<file path="config.mk">
export PLATFORM = sky130hd
export DESIGN_NAME = div_unit
export DESIGN_NICKNAME = d
export VERILOG_FILES = /design/src/rtl/div_unit.sv
export SDC_FILE = /design/constraint.sdc
export NUM_CORES = 1
export LEC_CHECK = 0
export ABC_AREA = 1
export CAP_MARGIN = 20
export CELL_PAD_IN_SITES_DETAIL_PLACEMENT = 2
export CELL_PAD_IN_SITES_GLOBAL_PLACEMENT = 2
export CORE_UTILIZATION = 36
export DETAILED_ROUTE_END_ITERATION = 12
export PLACE_DENSITY_LB_ADDON = 0.1
export RECOVER_POWER = 100
export SLEW_MARGIN = 20
export SYNTH_ARGS = -nofsm -noshare
export SYNTH_HDL_FRONTEND = slang
export SYNTH_SLANG_ARGS = --single-unit
export TNS_END_PERCENT = 100
</file>
<file path="constraint.sdc">
create_clock -name clk -period 4.8 [get_ports clk]
set_input_delay 1.2 -clock clk [delete_from_list [all_inputs] [get_ports clk]]
set_output_delay 1.2 -clock clk [all_outputs]
set_load 0.02 [all_outputs]
</file>
<file path="src/rtl/div_unit.sv">
// Iterative 32-bit integer divider: one radix-2 restoring step per cycle, 34-cycle latency.
// Handles DIV/DIVU/REM/REMU, including divide-by-zero and signed overflow.
module div_unit (
  input  logic        clk,
  input  logic        rst_n,
  input  logic        Start,
  input  logic        Flush,
  input  logic [1:0]  DivType,
  input  logic [31:0] Operand1,
  input  logic [31:0] Operand2,
  output logic        Busy,
  output logic        Done,
  output logic [31:0] DivOut
);

  typedef enum logic [1:0] {StIdle, StCalc, StFix, StDone} state_e;

  state_e state_q, state_d;

  logic [31:0] op1_q, op1_d;
  logic [31:0] op2_q, op2_d;
  logic [1:0]  type_q, type_d;
  logic [31:0] div_q, div_d;
  logic [31:0] quo_q, quo_d;
  logic [31:0] rem_q, rem_d;
  logic [31:0] res_q, res_d;
  logic [4:0]  cnt_q, cnt_d;

  logic        accept;
  logic        last_iter;
  logic        in_signed;
  logic [31:0] mag1, mag2;
  logic [32:0] shifted, trial;
  logic        fix_signed, fix_rem;
  logic [31:0] q_fix, r_fix, fix_result;

  assign accept    = (state_q == StIdle) && Start && !Flush;
  assign last_iter = (cnt_q == 5'd31);

  // State register
  always_ff @(posedge clk or negedge rst_n) begin
    if (!rst_n) begin
      state_q <= StIdle;
    end else begin
      state_q <= state_d;
    end
  end

  // Next-state logic; Flush overrides everything
  always_comb begin
    state_d = state_q;
    if (Flush) begin
      state_d = StIdle;
    end else begin
      unique case (state_q)
        StIdle:  if (Start) state_d = StCalc;
        StCalc:  if (last_iter) state_d = StFix;
        StFix:   state_d = StDone;
        StDone:  state_d = StIdle;
        default: state_d = StIdle;
      endcase
    end
  end

  // Outputs decoded from registered state only
  always_comb begin
    Busy = (state_q != StIdle);
    Done = (state_q == StDone);
  end

  assign DivOut = res_q;

  // Magnitudes of the incoming operands; 0x80000000 maps to unsigned 2^31
  always_comb begin
    in_signed = ~DivType[0];
    mag1      = (in_signed && Operand1[31]) ? -Operand1 : Operand1;
    mag2      = (in_signed && Operand2[31]) ? -Operand2 : Operand2;
  end

  // Remainder stays below the divisor, so 32 bits hold it; the shifted value needs 33
  always_comb begin
    shifted = {rem_q, quo_q[31]};
    trial   = shifted - {1'b0, div_q};
  end

  always_comb begin
    fix_signed = ~type_q[0];
    fix_rem    = type_q[1];
    q_fix      = (fix_signed && (op1_q[31] ^ op2_q[31])) ? -quo_q : quo_q;
    r_fix      = (fix_signed && op1_q[31]) ? -rem_q : rem_q;
    if (op2_q == 32'd0) begin
      fix_result = fix_rem ? op1_q : 32'hFFFF_FFFF;
    end else if (fix_signed && (op1_q == 32'h8000_0000) && (op2_q == 32'hFFFF_FFFF)) begin
      fix_result = fix_rem ? 32'h0000_0000 : 32'h8000_0000;
    end else begin
      fix_result = fix_rem ? r_fix : q_fix;
    end
  end

  always_comb begin
    op1_d  = op1_q;
    op2_d  = op2_q;
    type_d = type_q;
    div_d  = div_q;
    quo_d  = quo_q;
    rem_d  = rem_q;
    res_d  = res_q;
    cnt_d  = cnt_q;
    if (accept) begin
      op1_d  = Operand1;
      op2_d  = Operand2;
      type_d = DivType;
      div_d  = mag2;
      quo_d  = mag1;
      rem_d  = 32'd0;
      cnt_d  = 5'd0;
    end else if ((state_q == StCalc) && !Flush) begin
      cnt_d = cnt_q + 5'd1;
      if (!trial[32]) begin
        rem_d = trial[31:0];
        quo_d = {quo_q[30:0], 1'b1};
      end else begin
        rem_d = shifted[31:0];
        quo_d = {quo_q[30:0], 1'b0};
      end
    end else if ((state_q == StFix) && !Flush) begin
      res_d = fix_result;
    end
  end

  always_ff @(posedge clk or negedge rst_n) begin
    if (!rst_n) begin
      op1_q  <= 32'd0;
      op2_q  <= 32'd0;
      type_q <= 2'd0;
      div_q  <= 32'd0;
      quo_q  <= 32'd0;
      rem_q  <= 32'd0;
      res_q  <= 32'd0;
      cnt_q  <= 5'd0;
    end else begin
      op1_q  <= op1_d;
      op2_q  <= op2_d;
      type_q <= type_d;
      div_q  <= div_d;
      quo_q  <= quo_d;
      rem_q  <= rem_d;
      res_q  <= res_d;
      cnt_q  <= cnt_d;
    end
  end

endmodule

</file>
Yosys cells after proc, flatten, opt, wreduce, memory -nomap -nowiden
Index checks and enable logic that the tools add are counted.

storage, ports and cells
  register bits after elaboration = 201
  word-level logic and storage cells = 66
  bits of input ports = 70

cells by class
  eq/ne operators = 8
  mux-type cells = 21
  reduce and logical (&&, ||, !) cells = 17
  bitwise logic cells = 5
  add/sub/neg operators = 6

operators with widths
  operator                                                                count
  32-bit two-way mux                                                      14
  32-bit negation                                                         4
  32-bit equality test (second input constant)                            2
  33-bit by 32-bit subtractor with 33-bit output                          1
  32-bit zero test                                                        1
  1-bit logical AND                                                       10
  5-bit two-way mux                                                       2
  2-bit case mux with 4 select lines                                      1
  2-bit two-way mux                                                       3
  3-bit inequality test (second input constant)                           2
  5-bit by 1-bit adder with 5-bit output (second input constant)          1
  5-bit equality test (second input constant)                             1
  2-bit equality test (second input constant)                             2
  1-bit NOT                                                               4
  2-bit nonzero test                                                      2
  3-bit AND reduction                                                     1
  2-bit by 1-bit equality test with 1-bit output (second input constant)  1
  2-bit zero test                                                         1
  2-bit AND reduction                                                     1
  1-bit zero test                                                         1
  1-bit two-way mux                                                       1
  1-bit XOR                                                               1

Logic depth before layout (Yosys ltp)
Gate-level depths: netlist (run 1).

  word-level depth = 6
  gate-level depth with buffers = 19

Least setup slack after synthesis (run 1)
OpenSTA, ideal clock, no wires.

  path kind = input-to-reg
  start point = input port Operand2[0]
  end point = register div_q[22]
  required time = 4.669 ns
  stages on the path = 11
  path buffers = 0
  arrival = 2.456 ns
  slack = 2.213 ns
  cells stage by stage = inv_1 ha_1 nand2_1 nor2_1 nand4_1 nor2_1 nand3_1 nand2_1 nand2_1 nand3_1 o211ai_1

on the way
  word-level cells in the longest chain between the ends = 2

RTL lines
  item                  line  source
  start, declared       10    input logic [31:0] Operand2,
  32-bit negation       77    mag2 = (in_signed && Operand2[31]) ? -Operand2 : Operand2;
  32-bit two-way mux    77
  end signal, assigned  145   div_q <= div_d;
  end, declared         23    logic [31:0] div_q, div_d;

Every way passes these cells.
A chain may end at the register's enable or synchronous reset.

Final worst setup path (run 1)
  start point = input port Flush
  end point = register div_q[31]

on the way
  word-level cells in the longest chain between the ends = 2

RTL lines
  item               line  source
  start, declared    7     input logic Flush,
  1-bit zero test    37    assign accept = (state_q == StIdle) && Start && !Flush;
  1-bit logical AND  37

Every way passes these cells.

==> impl_metrics.tcl, run 1 <==
set metrics [dict create \
    status "complete, but fails checks" \
    failed_checks "max-capacitance violations, max-slew violations" \
    dieArea_mm2 0.0436 \
    drc_errors 0 \
    cts_buffer_depth 2 \
    worst_pin_slew_ns 2.72 \
    syn2layout_area_growth_pct 13.2 \
    wire_per_inst_um 22.8 \
    dpl.hpwl_um 55500 \
    max_freq_ghz 0.246 \
    worst_skew_pair.late_latency_ns 0.50 \
    clk_pin_slew_worst_paths_ns 0.08 \
    hold_start "DivOut[19]$_DFFE_PN0P_" \
    drt_iter0_drc 1002 \
    place.gp.congestion 0.915 \
    whs_endpoint "DivOut[19]$_DFFE_PN0P_" \
    ir_drop_uv 389 \
    grt_usage 0.323 \
    grt_max_degree 97 \
    yosysUniqueCellTypes 47 \
    ios 104 \
    cap_violations 2 \
    leakage_nw 8.74 \
    drive_gt1_frac 0.0388 \
    post_synth_instance_area_mm2 0.0154 \
    setup_viol 0 \
    rows 75 \
    drt_wl_total_um 69800 \
    instances_no_fill 3063 \
    clkSinkCount 200 \
    start_kind "input pin" \
    synth_edf_count 0 \
    cts_resized 0 \
    setup.worst_path.start "Flush" \
    syn_inst 2450 \
    hold_path_class "reg2reg" \
    synth_compound_area_frac 0.135 \
    vias 17300 \
    synth_top_family_by_area "simple AND/OR/NAND/NOR gates" \
    io_buffer_count 103 \
    finalClockSkew_ns 0.0185 \
    synthMuxAreaShare 0 \
    fin_crit_ns 4.06 \
    r2r_start "quo_q[31]$_DFFE_PN0N_" \
    antenna_found_initial 2 \
    hold_viol 0 \
    dp_cells 3031 \
    start_util 0.366 \
    die_w_um 209 \
    syn_avg_cell_area_um2 6.28 \
    cts-root-buf "clkbuf_16" \
    grt_pass1_vias 18500 \
    crit_path_end_kind "register" \
    arrival_ns 4.45 \
    overflow 0 \
    drv_slew 148 \
    synthArstFlopShare 1.00 \
    ys.flop_type "dfrtp_1" \
    ant_nets 0 \
    slew_headroom -0.816 \
    fin_tns_setup_ns 0 \
    vias_per_cell 5.64 \
    core_mm2 0.0420 \
    synth_xor_area_frac 0.00911 \
    grt_first_pass_wirelength_um 108000 \
    hold_buffers 0 \
    holdPathStages 2 \
    rr_worst_depth 17 \
    synthAdderAreaFrac 0.0355 \
    power_density_mw_per_mm2 591 \
    r2r_setup_slack_ns 0.87 \
    antennaDiodeCount 0 \
    r2r_end "rem_q[29]$_DFFE_PN0N_" \
    yosys.area_share.simple 0.388 \
    syn-num-nets 2563 \
    crit_fanout 51 \
    postCtsSetupBuffers 0 \
    period_share 0.846 \
    first_pass_iters 5 \
    cts.htree.levels 4 \
    die_y_um 209 \
    rsz0062_at_grt "no" \
    ys_ff_latch 200 \
    yosysSeqAreaShare 0.325 \
    numCtsBuffers 17 \
    nets 2624 \
    ys.warnings.count 0 \
    criticalPathCategory "in2reg" \
    required_ns 5.19 \
    cts_tree "done" \
]
report_power, final:
group	internal (mW)	switching, mW	leakage, nW
Clock	0.688	0.762	0.256
Combinational	1.76	3.98	6.01
Sequential	2.39	0.706	2.48
final cells by class:
type                            count  area, µm²
Tap cell                          539        674
Inverter                          343       1290
Multi-Input combinational cell   1827       8730
Fill cell                        5297      24600
Clock buffer                       22        454
Sequential cell                   200       5010
Timing Repair Buffer              122       1170
Clock inverter                     10       90.1
layout by cell type, fill, tap and decap left out, types with 12 or more instances in the layout:
| cell type | synthesis | final |
|---|---|---|
| buf_4 | 5 | 13 |
| o211ai_1 | 34 | 34 |
| o21ai_0 | 171 | 171 |
| ha_1 | 42 | 42 |
| a21oi_1 | 87 | 87 |
| or2_2 | 17 | 17 |
| nor2_1 | 250 | 250 |
| nor3_1 | 30 | 30 |
| nand4_1 | 48 | 48 |
| nand2_2 | 20 | 16 |
| nand3_1 | 278 | 277 |
| inv_1 | 333 | 334 |
| xnor2_1 | 12 | 12 |
| clkbuf_16 | 0 | 17 |
| nand2_1 | 735 | 739 |
| clkdlybuf4s50_1 | 0 | 67 |
| a31oi_1 | 12 | 12 |
| dfrtp_1 | 200 | 199 |
| dlygate4sd3_1 | 0 | 35 |
worst max path at each step:
| stage | to | slack (ns) | cells after the start |
|---|---|---|---|
| after floorplan | div_q[22]$_DFFE_PN0P_ | 2.21 | 11 |
| after global placement | quo_q[26]$_DFFE_PN0N_ | 1.01 | 10 |
| after detailed placement | quo_q[18]$_DFFE_PN0N_ | 0.81 | 9 |
| after CTS | quo_q[18]$_DFFE_PN0N_ | 1.35 | 9 |
| after global routing | rem_q[29]$_DFFE_PN0N_ | 0.57 | 17 |
| final | div_q[31]$_DFFE_PN0P_ | 0.74 | 6 |
metrics by stage:
stage	total power, mW	util	hold WS, ns	area (µm²)	setup WS, ns
finish	10.3	0.414	0.482	17400	0.739
detailed placement	8.81	0.402	0.477	16900	0.808
CTS	10.3	0.415	0.496	17400	1.35
global placement	8.50	0.402	0.464	16900	1.01
floorplan	6.42	-	0.453	15400	2.21
global route	11.0	0.414	0.514	17400	0.565
routing by layer:
metal	global-route usage	wire length, µm	up-vias
li1	-	-	8032
met3	0.0310	2520	67
met1	0.452	33200	8847
met2	0.530	32700	338
met5	0	0	-
met4	0.0910	1320	0
flip-flops by register name, indices dropped and copies added (netlist names):
name     flops
DivOut      32
cnt_q        5
div_q       31
op1_q       32
op2_q       32
quo_q       32
rem_q       32
state_q      2
type_q       2
Yosys cell counts, types with 3 or more instances:
| cell type | count | area, µm² |
|---|---|---|
| nand2_1 | 735 | 2760 |
| inv_1 | 333 | 1250 |
| nand3_1 | 278 | 1390 |
| nor2_1 | 250 | 938 |
| dfrtp_1 | 200 | 5000 |
| o21ai_0 | 171 | 856 |
| a21oi_1 | 87 | 435 |
| nand4_1 | 48 | 300 |
| clkbuf_1 | 45 | 169 |
| ha_1 | 42 | 526 |
| o211ai_1 | 34 | 255 |
| nor3_1 | 30 | 150 |
| nand2_2 | 20 | 125 |
| buf_2 | 19 | 95.1 |
| or2_2 | 17 | 106 |
| a31oi_1 | 12 | 75.1 |
| xnor2_1 | 12 | 105 |
| a2bb2oi_1 | 11 | 96.3 |
| buf_1 | 9 | 33.8 |
| inv_2 | 8 | 30.0 |
| nand3b_1 | 8 | 60.1 |
| o21bai_1 | 8 | 60.1 |
| o22ai_1 | 8 | 50.1 |
| nor2_2 | 7 | 43.8 |
| and2_1 | 6 | 37.5 |
| a21boi_0 | 5 | 37.5 |
| buf_4 | 5 | 37.5 |
| o21a_1 | 5 | 37.5 |
| o221ai_1 | 4 | 35.0 |
| o31ai_1 | 4 | 30.0 |
| xor2_1 | 4 | 35.0 |
| a22oi_1 | 3 | 22.5 |
worst max-delay path, stage by stage:
cell	delay, ns
dlygate4sd3_1	0.56
inv_1	0.12
nand3_4	0.12
clkbuf_1	1.73
a21oi_1	0.39
a22oi_1	0.33
logic make-up after synthesis:
group           after synthesis
simple gates               1405
flops                       200
xor+xnor                     16
buf+inv                     423
compound gates              363
fa+ha+maj                    43
(Power assumes the default switching activity.)
==> run 2: changes to the inputs <==
- CORE_UTILIZATION: 36 -> 30
- clock period: 4.8 -> 3.7 ns (I/O delays scaled with it)
==> run 2 against run 1 <==
The run still ends with max-capacitance violations, max-slew violations left. Hold slack got worse by 0.0022 ns. Sequential power increased by 31%. Global-route usage decreased by 4.6 points. Sequential share of layout area decreased by 0.55 points. Die area increased by 20%. Utilization decreased by 6.2 points. Design area increased by 2.0%. Clock power increased by 41%. First-iteration DRC count decreased by 0.20%. Power increased by 32%. Via count decreased by 1.2%.
==> impl_metrics.tcl, run 2 (synthesized netlist as in run 1, its figures left out) <==
set metrics [dict create \
    r2r_setup_slack_ns 0.55 \
    setup_slack_ns 0.479 \
    rows 82 \
    start_kind "input pin" \
    status "complete, but fails checks" \
    drv_slew 72 \
    rsz0062_at_grt "no" \
    crit_fanout 42 \
    criticalPathCategory "in2reg" \
    antenna_found_initial 2 \
    placed_area_mm2 0.0172 \
    ir_drop_uv 503 \
    hold_path_class "reg2reg" \
    cts.htree.levels 4 \
    clk_pin_slew_worst_paths_ns 0.09 \
    hold_buffers 0 \
    finalClockSkew_ns 0.0182 \
    leakage_nw 8.83 \
    grt_max_degree 133 \
    cap_violations 1 \
    pre_cts_ws_ns 0.398 \
    period_share 0.871 \
    layout_common_cells "nand2_1 (736), inv_1 (334), nand3_1 (278)" \
    max_freq_ghz 0.310 \
    fin_tns_setup_ns 0 \
    grt_first_pass_wirelength_um 110000 \
    cts-root-buf "clkbuf_16" \
    worst_skew_pair.late_latency_ns 0.50 \
    vias_per_cell 5.32 \
    cpPeakStageDelay_ns 0.67 \
    path_cells "dlygate4sd3_1 > inv_1 > nand3_1 > clkbuf_2 > or2_2 > o211ai_1 > o21ai_0 > inv_1" \
    die_w_um 228 \
    grt_usage 0.278 \
    cts_buffer_depth 2 \
    cp_slowest_cell "clkbuf_2" \
    r2r_start "quo_q[31]$_DFFE_PN0N_" \
    power_density_mw_per_mm2 764 \
    whs_endpoint "DivOut[17]$_DFFE_PN0P_" \
    required_ns 4.15 \
    vias 17100 \
    r2r_end "rem_q[0]$_DFFE_PN0N_" \
    drt_wl_total_um 71800 \
    arrival_ns 3.67 \
    dp_cells 3176 \
    dieArea_mm2 0.0522 \
    nets 2636 \
    instances_no_fill 3209 \
    setup_viol 0 \
    post-route-util 0.352 \
    die_y_um 228 \
    cts_tree "done" \
    place.gp.congestion 0.885 \
    crit_path_end_kind "register" \
    numCtsBuffers 17 \
    first_pass_iters 5 \
    final_common_cell "nand2_1" \
    rr_worst_depth 18 \
    ant_nets 0 \
    cts_resized 0 \
    drive_gt1_frac 0.0446 \
    hold_viol 0 \
    crit_top_cell "inv_1" \
    ios 104 \
    wire_per_inst_um 22.4 \
    hold_start "DivOut[17]$_DFFE_PN0P_" \
    worst_pin_slew_ns 2.16 \
    syn2layout_area_growth_pct 15.4 \
    dpl.hpwl_um 57400 \
    grt_pass1_vias 18200 \
    hold_ws_ns 0.480 \
    failed_checks "max-capacitance violations, max-slew violations" \
    io_buffer_count 103 \
    fin_crit_ns 3.22 \
    overflow 0 \
    start_util 0.305 \
    core_mm2 0.0504 \
    fin_area_mm2 0.0177 \
    postCtsSetupBuffers 0 \
    holdPathStages 2 \
    drt_iter0_drc 1000 \
    drc_errors 0 \
    clkSinkCount 200 \
    fin_total_pwr_mw 13.6 \
    slew_headroom -0.438 \
]
[run 2: cell types whose count changed in the layout (fill, tap and decap cells not counted), sizes merged]
| cell | delta |
|---|---|
| buf | +7 |
| bufinv | +1 |
| clkbuf | +2 |
| clkdlybuf4s50 | -1 |
| clkinv | +1 |
| clkinvlp | -2 |
| diode | +1 |
| dlygate4sd3 | +1 |
| inv | +3 |
[run 2: worst max-delay path, delay by kind of cell]
kind | cells | cell delay [ns]
AO/OA/AOI/OAI | 2 | 0.30
buffers and inverters | 4 | 1.44
AND/OR/NAND/NOR | 2 | 0.98
[run 2: worst max-delay path by stage]
stage,slack [ns],depth (start not counted),to,from
floorplan,1.39,11,div_q[22]$_DFFE_PN0P_,Operand2[0]
global placement,0.56,10,quo_q[31]$_DFFE_PN0N_,Operand1[2]
detailed placement,0.40,10,quo_q[31]$_DFFE_PN0N_,Operand1[2]
finish,0.48,8,quo_q[18]$_DFFE_PN0N_,Flush
CTS,0.59,18,rem_q[0]$_DFFE_PN0N_,quo_q[31]$_DFFE_PN0N_
global route,0.22,8,quo_q[18]$_DFFE_PN0N_,Flush
[run 2: cell type report]
type,count,area [µm²]
well taps,672,841
multi-input cells,1827,8720
fillers,6180,32600
inverters,343,1290
flip-flops and latches,200,5010
clock inverters,13,163
diodes,1,2.50
clock buffers,19,443
repair buffers,134,1280
[run 2: where the power goes]
part | internal (mW) | total [mW] | switching [mW]
logic | 2.29 | 7.48 | 5.18
clock network | 0.983 | 2.04 | 1.05
registers | 3.10 | 4.05 | 0.950
[run 2: routing by layer]
metal  global-route usage  part of all wire  vias to the layer above
met2                0.448              0.45                      295
li1                     -                 -                     8065
met3               0.0375             0.040                       69
met1                0.386              0.49                     8642
met5                    0           0.00018                        -
met4               0.0782             0.020                        2
==> patch 1: new RTL, config.mk and constraints of run 2 <==
Add an input register stage for `Operand1`, with the module's reset; this delays it by one clock. The other inputs are not delayed to match.
--- a/src/rtl/div_unit.sv
+++ b/src/rtl/div_unit.sv
@@ -15,4 +15,14 @@
 
   typedef enum logic [1:0] {StIdle, StCalc, StFix, StDone} state_e;
+
+  logic [31:0] Operand1_q;
+
+  always_ff @(posedge clk or negedge rst_n) begin
+    if (!rst_n) begin
+      Operand1_q <= '0;
+    end else begin
+      Operand1_q <= Operand1;
+    end
+  end
 
   state_e state_q, state_d;
@@ -74,5 +84,5 @@
   always_comb begin
     in_signed = ~DivType[0];
-    mag1      = (in_signed && Operand1[31]) ? -Operand1 : Operand1;
+    mag1      = (in_signed && Operand1_q[31]) ? -Operand1_q : Operand1_q;
     mag2      = (in_signed && Operand2[31]) ? -Operand2 : Operand2;
   end
@@ -108,5 +118,5 @@
     cnt_d  = cnt_q;
     if (accept) begin
-      op1_d  = Operand1;
+      op1_d  = Operand1_q;
       op2_d  = Operand2;
       type_d = DivType;
Behaviour: same outputs for any inputs over 10 cycles, from zero or initial values and one cycle with rst_n low; that may be too few to reach the edited logic, so the function may still have changed.
==> patch 1 against run 2 <==
  * The run still ends with max-capacitance violations, max-slew violations left
  * Sequential power up 4%
  * Critical path depth up 4
  * Via count down 1.6%
  * Worst hold slack worse by 0.00079 ns
  * Fmax up 1.2%
  * Worst setup slack better by 0.037 ns
  * Routed wire length down 1.6%
  * Synthesized cell count down 2.1%
  * Area after synthesis up 4.7%
  * Sequential cell count up 32
  * Final area up 6.2%
  * Total power up 14%
  * Critical endpoint is now DivOut[0]
  * Largest power group unchanged
==> patch 1: results (changes against run 2) <==
The all-layer global routing usage came to 26.2% (-1.5 points). The number of cells upsized or downsized after cts is 0 (unchanged). The number of optimization iterations in the first detailed-route pass is 7 (+2).

The routability-driven placement congestion ratio is 0.909 (+2.8%). The layout net count is 2597 (-1.5%). The first-iteration detailed-routing DRC count came out at 905 (-9.5%). The vias after detailed routing came out at 16800 (-1.6%). The sequential area share after synthesis came out at 36.0% (+3.5 points). The wire length of the first global-routing pass is 109000 microns (-1.2%). The maximum fanout count along the critical path is 27 (-36%). The arithmetic-cell share of the synthesized area counting full adders, half adders and majority gates came out at 3.39% (-0.16 points). The reg2reg setup slack is 0.52 ns (-0.03 ns).

The buffer depth of the longest clock path is 3 (+1). The number of filler cells placed in the layout is 6399 (+3.5%). The H-tree depth came out at 1 (-3).

The count of placed standard cells including taps came out at 3139 (-1.2%). The final wirelength came out at 70600 microns (-1.6%). The initial antenna violation count is 6 (+4). The compound-gate portion of the synthesized area came out at 13.6% (+0.13 points). The clock-pin transition on the worst setup and hold timing paths came out at 0.06 ns (-0.03 ns). The startpoint of the tightest hold check path is DivOut[10]. The number of vias per cell is 5.25 (-1.3%). The critical path is of the flip-flop to flip-flop type. The launching point of the worst reg2reg path is op1_q[30]. The TritonCTS buffer count came to 31 (+14).

The net count after synthesis was 2512 (-2.0%). The largest vdd supply drop is 469 uV (-6.8%). The commonest cells after synthesis are sky130_fd_sc_hd__nand2_1, sky130_fd_sc_hd__inv_1, sky130_fd_sc_hd__nand3_1. The number of global-route vias before repair is 18100 (-0.54%).

The clock latency at the later pin of the worst-skew pair was 0.60 ns (+0.10 ns). The layout cell share with drive strength beyond 1 is 5.78% (+1.3 points). The worst clock skew on the final layout came to 0.0140 ns (-0.00416 ns). Ranked by total cell area, the synthesized netlist is headed by sky130_fd_sc_hd__dfrtp_1, sky130_fd_sc_hd__nand2_1, sky130_fd_sc_hd__nand3_1, sky130_fd_sc_hd__inv_1, sky130_fd_sc_hd__o21ai_0. The flow ran to the end, but the final reports show violations. The achievable frequency is 314 MHz (+1.2%). The XOR/XNOR share of the synthesized area came to 0.870% (-0.041 points). The worst-margin pin slew came out at 2.18 ns (+0.0232 ns). The slowest cell on the critical path is sky130_fd_sc_hd__inv_1. The total count of max-transition violations in the final report was 78 (+8.3%). The checks that failed: max-capacitance violations, max-slew violations. The half-perimeter wire length after placement came out at 56500 microns (-1.6%). The highest cell delay on the worst timing path is 0.44 ns (-0.23 ns). The number of max-cap violations came out at 1 (unchanged). The post-synthesis average cell area came to 6.72 sq um (+7.0%).
[patch 1: cell count changes after synthesis, sizes merged, moves of 6 or more]
| cell | before | now |
|---|---|---|
| nor2 | 259 | 216 |
| nand3 | 278 | 270 |
| dfrtp | 200 | 232 |
| clkbuf | 45 | 39 |
| a31oi | 12 | 4 |
| nand2 | 755 | 721 |
| o22ai | 8 | 1 |
| o21ai | 173 | 218 |
| a21oi | 87 | 77 |
[patch 1: worst paths after layout]
kind                              end  depth (start not counted)
hold reg to reg            DivOut[10]                          2
min in group asynchronous    rem_q[3]                          1
setup / recovery            DivOut[0]                         12
hold / removal             DivOut[10]                          2
setup reg to reg            DivOut[0]                         12
max in group asynchronous   DivOut[4]                          2
[patch 1: cell type report]
| type | instances | area share (%) |
|---|---|---|
| sequential | 232 | 30.8 |
| clock buffer | 45 | 4.71 |
| inverter | 343 | 6.84 |
| multi-input combinational | 1749 | 45.5 |
| clock inverter | 13 | 0.976 |
| tap | 688 | 4.57 |
| timing repair buffer | 127 | 6.59 |
| antenna | 1 | 0.0133 |
[patch 1: logic make-up (layout without fill, tap and decap cells)]
group | count (synthesis) | count (layout)
and+or+nand+nor | 1305 | 1305
buffers and inverters | 418 | 528
AOI/OAI and AO/OA | 385 | 385
DFF | 232 | 232
adders and majority gates | 43 | 43
xor gates and xnor gates | 16 | 16
other | 0 | 1
[patch 1: critical path: cells and delay by family, from the launching register on]
family                 cells  cell delay [ns]
AND/OR/NAND/NOR            9             1.70
buffers and inverters      2             0.78
flip-flops                 1             0.36
AO/OA/AOI/OAI              1             0.23
[patch 1: where the power goes]
group          switching [mW]  leakage, nW  internal, mW
clock network            1.28        0.533          1.94
logic                    5.65         6.01          2.38
registers               0.753         2.89          3.45
total                    7.68         9.44          7.78
[patch 1: stage by stage]
stage | instance area [sq um] | hold WS, ns
after floorplan | 16100 | 0.453
after global placement | 17900 | 0.475
after CTS | 19000 | 0.340
after detailed placement | 17900 | 0.481
after global routing | 18900 | 0.508
final | 18900 | 0.479
[patch 1: layer usage]
metal	wire length, microns	global-route usage [%]
met1	34700	37.9
met2	31200	41.1
met3	3040	3.70
met5	10	0
met4	1680	6.05
==> patch 2: new RTL, config.mk and constraints of run 2 <==
Made on the original files. Encoding of `state_e`: now one-hot (4 bits for 4 states).
--- a/src/rtl/div_unit.sv
+++ b/src/rtl/div_unit.sv
@@ -14,5 +14,5 @@
 );
 
-  typedef enum logic [1:0] {StIdle, StCalc, StFix, StDone} state_e;
+  typedef enum logic [3:0] {StIdle = 4'b0001, StCalc = 4'b0010, StFix = 4'b0100, StDone = 4'b1000} state_e;
 
   state_e state_q, state_d;
Behaviour: no difference found for any inputs over 10 cycles, from zero or initial values and one cycle with rst_n low; not proved beyond that.
==> patch 2 against run 2 <==
  * The flow still finishes with violations (max-capacitance violations, max-slew violations)
  * Worst hold slack worse by 0.0013 ns
  * Critical endpoint is now DivOut[28]
  * First-iteration DRC count down 13%
  * Worst setup slack better by 0.029 ns
  * Core utilization up 0.28 points
  * Sequential cell count up 2
  * Final area up 0.17%
  * Fmax up 0.91%
  * Area after synthesis down 1.1%
  * Highest routed layer is now met4
  * Routed wire length down 1.6%
  * Cell count down 1.8%
  * Die area down 1.1%
  * Global-route usage down 0.13 points
Power is not compared: it rests on default switching activity, and its combinational part moved more than twofold at a synthesized area within 25%.
==> patch 2: results (changes against run 2) <==
The flow ran to the end, but the final reports show violations. The checks that failed: max-capacitance violations, max-slew violations. The number of instances in the synthesized netlist came out at 2387 (-2.6%). In the synthesized netlist, the cells that appear most often are sky130_fd_sc_hd__nand2_1, sky130_fd_sc_hd__inv_1, sky130_fd_sc_hd__nor2_1. STA classifies the critical path startpoint as a flip-flop. The number of filler cells placed in the layout came out at 6229 (+0.79%). The total count of max-transition violations in the final report came to 76 (+5.6%). The met3 global-route usage is 2.87% (-0.89 points). Among cell families on the critical path, the largest total delay comes from simple AND/OR/NAND/NOR gates. The routed length on met2 is 31200 microns (-4.2%).

The final wirelength is 70700 microns (-1.6%). The net count after synthesis is 2496 (-2.6%). The total routed wire length on the met1 layer came out at 35300 microns (+1.4%).

The wire length of the first global-routing pass is 108000 microns (-2.3%). The buffer depth of the longest clock path is 3 (+1). The global-route met1 utilization is 41.0% (+2.5 points). The number of non-clock buffers is 125 (-6.7%).

The half-perimeter wire length after placement is 55800 microns (-2.8%). The hold-critical path endpoint is cnt_q[3]. The number of vias per cell came out at 5.25 (-1.2%). The routability-driven placement congestion ratio is 0.925 (+4.6%). The H-tree depth was 1 (-3). The instance count along the most critical hold path came to 1 (-1). The share of final layout cell area taken by clock buffers and inverters came out at 5.15% (+1.7 points). The achievable frequency is 313 MHz (+0.91%). The number of global-route vias before repair came out at 17400 (-4.0%). The maximum fanout count along the critical path came out at 14 (-67%). The number of max-cap violations is 1 (unchanged). The clock-pin transition on the worst setup and hold timing paths came out at 0.06 ns (-0.03 ns). The synthesis-to-layout area growth came out at 16.8%. The first-iteration detailed-routing DRC count came out at 874 (-13%). The worst max-slew margin expressed relative to the limit was -52.6% (-8.9 points). The slowest cell on the critical path is sky130_fd_sc_hd__nor2_1. The number of storage elements in the synthesis netlist came out at 202 (+1.0%).

The total power came out at 9.41 mW. The number of multi-input combinational cells in the layout came out at 1765 (-3.4%). Yosys attributes the largest share of cell area to sky130_fd_sc_hd__dfrtp_1, sky130_fd_sc_hd__nand2_1, sky130_fd_sc_hd__nand3_1, sky130_fd_sc_hd__inv_1, sky130_fd_sc_hd__nor2_1. The count of clock-net buffers in the final layout came out at 41 (+22). In this run the most critical hold path is launched from cnt_q[3].
==> patch 2: cell types whose count changed after synthesis, moves of 12 or more <==
cell                       delta
sky130_fd_sc_hd__a21oi_1     +20
sky130_fd_sc_hd__nor2_1      +34
sky130_fd_sc_hd__or2_2       -13
sky130_fd_sc_hd__o211ai_1    -17
sky130_fd_sc_hd__buf_2       +13
sky130_fd_sc_hd__o21ai_0     -15
sky130_fd_sc_hd__o221ai_1    +13
sky130_fd_sc_hd__nand3_1     -24
sky130_fd_sc_hd__nand2_2     +12
sky130_fd_sc_hd__nand2_1     -69
==> patch 2: kinds of logic after synthesis <==
| family | share of synthesized area, % |
|---|---|
| AOI/OAI and AO/OA | 13.1 |
| xor gates and xnor gates | 1.38 |
| DFF | 33.2 |
| and+or+nand+nor | 37.9 |
| buffers and inverters | 11.2 |
| adders and majority gates | 3.26 |
